**src/rtl/rps_match_controller.sv**
```systemverilog
// Stone-paper-scissors match sequencer: collects one move per player per round,
// drives the single-round judge core, keeps score and declares the match winner.
module rps_match_controller #(
  parameter int ROUNDS_TO_WIN = 2,
  parameter int MAX_ROUNDS    = 5,
  parameter int TIMEOUT       = 255
) (
  input  logic       clk,
  input  logic       rst_n,
  input  logic       ena,
  input  logic       start,
  input  logic [1:0] p1_move,
  input  logic       p1_valid,
  output logic       p1_ack,
  input  logic [1:0] p2_move,
  input  logic       p2_valid,
  output logic       p2_ack,
  output logic [1:0] judge_p1,
  output logic [1:0] judge_p2,
  output logic       judge_go,
  input  logic       judge_done,
  input  logic [1:0] judge_result,
  output logic [2:0] p1_score,
  output logic [2:0] p2_score,
  output logic [3:0] round_cnt,
  output logic       busy,
  output logic       void_round,
  output logic       timeout,
  output logic       match_over,
  output logic [1:0] winner
);

  localparam logic [2:0] L_WIN = 3'(ROUNDS_TO_WIN);
  localparam logic [3:0] L_MAX = 4'(MAX_ROUNDS);
  localparam logic [7:0] L_TO  = 8'(TIMEOUT);

  typedef enum logic [2:0] {
    S_IDLE, S_COLLECT, S_JUDGE, S_WAIT, S_SCORE, S_DONE
  } state_t;

  state_t      r_state, w_state_nxt;
  logic        r_p1_lat, r_p2_lat;
  logic [1:0]  r_p1_mv, r_p2_mv;
  logic [7:0]  r_cnt;
  logic [1:0]  r_result;
  logic [2:0]  r_p1_score, r_p2_score;
  logic [3:0]  r_round_cnt;
  logic [1:0]  r_winner;
  logic        r_p1_ack, r_p2_ack, r_timeout;

  logic        w_p1_take, w_p2_take, w_both, w_expire;
  logic [7:0]  w_cnt_nxt;
  logic        w_p1_win, w_p2_win, w_counted, w_end;
  logic [2:0]  w_p1_sc_nxt, w_p2_sc_nxt;
  logic [3:0]  w_rc_nxt;
  logic [1:0]  w_winner;

  // A player's move is taken only while that player's latch is still empty.
  assign w_p1_take = (r_state == S_COLLECT) && p1_valid && !r_p1_lat;
  assign w_p2_take = (r_state == S_COLLECT) && p2_valid && !r_p2_lat;
  assign w_both    = (r_p1_lat || w_p1_take) && (r_p2_lat || w_p2_take);
  assign w_cnt_nxt = r_cnt + 8'd1;
  // A second move arriving on the expiry cycle makes w_both true and wins.
  assign w_expire  = (r_state == S_COLLECT) && (r_p1_lat ^ r_p2_lat) && !w_both &&
                     (w_cnt_nxt == L_TO);

  assign w_p1_win    = (r_result == 2'b01);
  assign w_p2_win    = (r_result == 2'b10);
  assign w_counted   = (r_result != 2'b11);
  assign w_p1_sc_nxt = r_p1_score + {2'b00, w_p1_win};
  assign w_p2_sc_nxt = r_p2_score + {2'b00, w_p2_win};
  assign w_rc_nxt    = r_round_cnt + {3'b000, w_counted};
  assign w_end       = (w_p1_sc_nxt == L_WIN) || (w_p2_sc_nxt == L_WIN) ||
                       (w_rc_nxt == L_MAX);
  assign w_winner    = (w_p1_sc_nxt > w_p2_sc_nxt) ? 2'b01 :
                       (w_p2_sc_nxt > w_p1_sc_nxt) ? 2'b10 : 2'b00;

  always_ff @(posedge clk) begin
    if (!rst_n)   r_state <= S_IDLE;
    else if (ena) r_state <= w_state_nxt;
  end

  // Pulses are gated by ena so a freeze neither stretches nor loses them.
  always_comb begin
    w_state_nxt = r_state;
    busy        = 1'b1;
    match_over  = 1'b0;
    judge_go    = 1'b0;
    void_round  = 1'b0;
    case (r_state)
      S_IDLE: begin
        busy = 1'b0;
        if (start) w_state_nxt = S_COLLECT;
      end
      S_COLLECT: begin
        if (w_both)        w_state_nxt = S_JUDGE;
        else if (w_expire) w_state_nxt = S_SCORE;
      end
      S_JUDGE: begin
        judge_go    = ena;
        w_state_nxt = S_WAIT;
      end
      S_WAIT: begin
        if (judge_done) w_state_nxt = S_SCORE;
      end
      S_SCORE: begin
        void_round  = ena && (r_result == 2'b11);
        w_state_nxt = w_end ? S_DONE : S_COLLECT;
      end
      S_DONE: begin
        busy       = 1'b0;
        match_over = 1'b1;
        if (start) w_state_nxt = S_COLLECT;
      end
      default: w_state_nxt = S_IDLE;
    endcase
  end

  always_ff @(posedge clk) begin
    if (!rst_n) begin
      r_p1_lat    <= 1'b0;
      r_p2_lat    <= 1'b0;
      r_p1_mv     <= 2'b00;
      r_p2_mv     <= 2'b00;
      r_cnt       <= 8'd0;
      r_result    <= 2'b00;
      r_p1_score  <= 3'd0;
      r_p2_score  <= 3'd0;
      r_round_cnt <= 4'd0;
      r_winner    <= 2'b00;
      r_p1_ack    <= 1'b0;
      r_p2_ack    <= 1'b0;
      r_timeout   <= 1'b0;
    end else if (ena) begin
      r_p1_ack  <= w_p1_take;
      r_p2_ack  <= w_p2_take;
      r_timeout <= w_expire;
      case (r_state)
        S_IDLE, S_DONE: begin
          if (start) begin
            r_p1_lat    <= 1'b0;
            r_p2_lat    <= 1'b0;
            r_p1_mv     <= 2'b00;
            r_p2_mv     <= 2'b00;
            r_cnt       <= 8'd0;
            r_result    <= 2'b00;
            r_p1_score  <= 3'd0;
            r_p2_score  <= 3'd0;
            r_round_cnt <= 4'd0;
            r_winner    <= 2'b00;
          end
        end
        S_COLLECT: begin
          if (w_p1_take) begin
            r_p1_lat <= 1'b1;
            r_p1_mv  <= p1_move;
          end
          if (w_p2_take) begin
            r_p2_lat <= 1'b1;
            r_p2_mv  <= p2_move;
          end
          // Counter holds at zero until the first move lands.
          if (!r_p1_lat && !r_p2_lat) r_cnt <= 8'd0;
          else                        r_cnt <= w_cnt_nxt;
          // A forfeit reuses the SCORE path with a synthesised judge result.
          if (w_expire) r_result <= r_p1_lat ? 2'b01 : 2'b10;
        end
        S_WAIT: begin
          if (judge_done) r_result <= judge_result;
        end
        S_SCORE: begin
          r_p1_score  <= w_p1_sc_nxt;
          r_p2_score  <= w_p2_sc_nxt;
          r_round_cnt <= w_rc_nxt;
          r_p1_lat    <= 1'b0;
          r_p2_lat    <= 1'b0;
          r_p1_mv     <= 2'b00;
          r_p2_mv     <= 2'b00;
          r_cnt       <= 8'd0;
          if (w_end) r_winner <= w_winner;
        end
        default: ;
      endcase
    end
  end

  assign p1_ack    = r_p1_ack && ena;
  assign p2_ack    = r_p2_ack && ena;
  assign timeout   = r_timeout && ena;
  assign judge_p1  = r_p1_mv;
  assign judge_p2  = r_p2_mv;
  assign p1_score  = r_p1_score;
  assign p2_score  = r_p2_score;
  assign round_cnt = r_round_cnt;
  assign winner    = r_winner;

endmodule
```
**config.mk**
```make
export PLATFORM = sky130hd
export DESIGN_NAME = rps_match_controller
export DESIGN_NICKNAME = d
export VERILOG_FILES = /design/src/rtl/rps_match_controller.sv
export SDC_FILE = /design/constraint.sdc
export NUM_CORES = 1
export LEC_CHECK = 0
export ABC_AREA = 1
export CAP_MARGIN = 20
export CORE_MARGIN = 2
export CORE_UTILIZATION = 35
export CTS_CLUSTER_DIAMETER = 80
export DETAILED_ROUTE_END_ITERATION = 7
export HOLD_SLACK_MARGIN = 0.02
export PLACE_DENSITY = 0.54
export SYNTH_ARGS = -nofsm -noshare
export SYNTH_HDL_FRONTEND = slang
export SYNTH_SLANG_ARGS = --single-unit
```
**constraint.sdc**
```tcl
create_clock -name clk -period 2.1 [get_ports clk]
set_input_delay 0.21 -clock clk [delete_from_list [all_inputs] [get_ports clk]]
set_output_delay 0.21 -clock clk [all_outputs]
set_load 0.02 [all_outputs]
```
==> qor.yml, run 1 <==
status: "finished clean"
power_frac_seq: 0.392
slew_headroom: 0.6664
dr_total_vias: 1970
power.internal_mw: 1.263
crit_type: "reg -> reg"
switching_power_uw: 583.5
clockBufferDepth: 2
synth_most_common_cell: "nand2_1"
worst_hold_path_type: "reg -> reg"
drc: 0
yosysTopAreaCellShare: 0.3443
avgSynthCellArea_um2: 6.590
synth_cell_type_count: 26
tns_ns: 0
final_util: 0.4897
firstDrtPassIters: 4
drive_gt1_frac: 0.1412
ios: 36
die_area_um2: 6266
cts_tree: "yes"
fin_skew_ns: 0.003841
tightest_slew_ns: 0.4966
postRouteAntennaNets: 0
total_leakage_power_nw: 1.086
antenna_found_initial: 0
fillers: 594
fmax_mhz: 501.8
port_buffers: 35
die_width_um: 79.16
synthCells: 300
cts_buffers: 5
clkSinkCount: 34
num_rows: 27
synth_nets: 325
track_usage: 0.1619
diodes: 0
critPathMaxFanout: 3
slew_viol_final: 0
cap_violations: 0
clock_latency_ns: 0.29
grt_overflow_total: 0
reg2reg_slack_ns: 0.11
hpwlAfterDp_um: 3567
grt_pass1_wl_um: 8121
grt_max_degree: 26
end_kind: "register"
yosysSeqAreaShare: 0.3443
synthArstFlopShare: 0
p_comb_frac: 0.267
clkPwrFrac: 0.340
netlist_top_cells_area: "dfxtp_1, nand2_1, a21oi_1"
peakVddDrop_mv: 0.4140
root_buffer: "clkbuf_8"
core_um2: 5473
synth_ff_type: "dfxtp_1"
m1WireLength_um: 2394
rsz0062_at_grt: "true"
synth_top_cell_by_area: "dfxtp_1"
via_per_inst: 4.702
wl_met2_um: 2251
critical_path_required_ns: 2.28
cp-start-kind: "register"
first_iter_violations: 63
switching_share: 0.3159
fin_crit_sh: 0.9490
wl_per_cell_um: 11.83
area_growth_pct: 35.57
grt_pass1_vias: 1830
yosys-top-cells-count: "nand2_1, nor2_1, inv_1"
finalHoldViolCount: 0
h-tree-depth: 2
clkTransAtPathRegs_ns: 0.07
critPathArrivalTime_ns: 2.18
synth-edff-count: 0
synth-seq-cells: 34
wirelength_um: 4955
gp_congestion: 0.8691
die_y_um: 79.16
fin_nets: 372
setup_viol: 0
route.met3.wl_um: 246
start_util: 0.3612
synth_area_um2: 1977
topRoutingLayerUsed: "met4"
powerDensity_nw_per_um2: 689.2
period_needed_ns: 1.993
yosysWarnings: 0
==> final timing paths <==
path	startpoint	endpoint	cells past startpoint
worst max-delay path	r_result[1]	winner[1]	13
worst min-delay path	judge_p1[0]	judge_p1[0]	2
worst max register to register	r_result[1]	winner[1]	13
worst min register to register	judge_p1[0]	judge_p1[0]	2
==> routing by layer <==
metal	global-route usage	vias to the layer above
li1	-	1047
met1	0.2109	873
met2	0.2678	44
met3	0.03636	6
met4	0.04655	0
met5	0	-
==> sequential cells by signal, summed over array words and instances (netlist names) <==
name,flops
r_timeout,1
r_p2_lat,1
p1_score,3
p2_score,3
r_p1_ack,1
r_state,3
winner,2
r_p2_ack,1
r_p1_lat,1
round_cnt,4
judge_p1,2
r_result,2
judge_p2,2
r_cnt,8
==> worst max-delay path: stages (launching register included) <==
cell,delay [ns]
dfxtp_2,0.35
inv_2,0.04
nor2_2,0.08
ha_2,0.19
ha_4,0.15
xnor2_4,0.12
inv_2,0.08
ha_4,0.26
nand2_4,0.07
nor2_2,0.03
a211oi_2,0.26
a211oi_2,0.08
o21ai_1,0.14
nor2_1,0.05
==> power groups by stage <==
stage | clock [mW] | sequential [mW] | combinational [mW]
global route | 0.676 | 0.731 | 0.552
detailed placement | 0 | 0.734 | 0.478
CTS | 0.646 | 0.720 | 0.483
floorplan | 0 | 0.741 | 0.324
global placement | 0 | 0.734 | 0.481
finish | 0.628 | 0.725 | 0.494
==> placed cells by master (no fill, tap or decap) <==
cell type and count:
nor3_1 4, inv_2 4, inv_1 36, dfxtp_1 31, clkbuf_8 6, nand2_4 1
clkinv_1 1, nor3_2 1, ha_2 3, o21ai_0 3, nand2_1 77, a22oi_1 2
dlygate4sd2_1 1, bufinv_16 1, dfxtp_2 3, xnor2_4 2, nand3_1 17, ha_4 3
nor2_1 42, nor2_4 1, a21oi_1 33, clkdlybuf4s50_1 34, xor2_1 1, o21a_1 1
a211oi_2 2, o211ai_1 1, buf_4 11, a21oi_2 3, nand2_2 4, o21ai_1 1
nor2_2 4, a211oi_1 3, nand4_1 4, ha_1 6
==> per-stage QoR <==
stage / setup slack [ns] / instance area (um^2) / hold WS, ns / instances / power, mW
after floorplan: 0.1385 / 1977 / 0.3573 / 300 / 1.065
after detailed placement: 0.007617 / 2439 / 0.4533 / 410 / 1.213
after CTS: 0.04722 / 2562 / 0.4663 / 417 / 1.849
after global routing: -0.04833 / 2680 / 0.4937 / 419 / 1.960
after global placement: 0.06820 / 2439 / 0.4542 / 410 / 1.215
final: 0.1072 / 2680 / 0.4623 / 419 / 1.847
==> cell families after synthesis <==
logic type | after synthesis | share of synthesized area
buffers and inverters | 47 | 0.1013
xor gates and xnor gates | 3 | 0.01329
AOI/OAI and AO/OA | 49 | 0.1392
and+or+nand+nor | 155 | 0.3259
adders and majority gates | 12 | 0.07595
DFF | 34 | 0.3443
==> repair_timing <==
item / 4_1_cts / 5_1_grt
resized for setup: 3 / 24
hold buffers: 0 / 0
buffers inserted: 0 / 2
endpoints found under the setup margin: 2 / 6
pin swaps: 0 / 6
==> area by class of cell <==
type | instances | area (um^2) | share of cell area
inverter | 41 | 153.9 | 0.05742
timing repair buffer | 46 | 431.7 | 0.1611
multi-input combinational | 219 | 1207 | 0.4505
clock inverter | 1 | 30.03 | 0.01120
clock buffer | 6 | 82.58 | 0.03081
tap | 72 | 90.09 | 0.03361
sequential | 34 | 684.4 | 0.2554
Note: power is estimated with default switching activity, not from simulation.
==> inputs of run 2 (changes only) <==
- CTS_BUF_LIST: not set -> sky130_fd_sc_hd__clkbuf_2 sky130_fd_sc_hd__clkbuf_4 sky130_fd_sc_hd__clkbuf_8
==> results of run 2 <==
No change in the layout: final DEF, timing and power equal those of run 1.
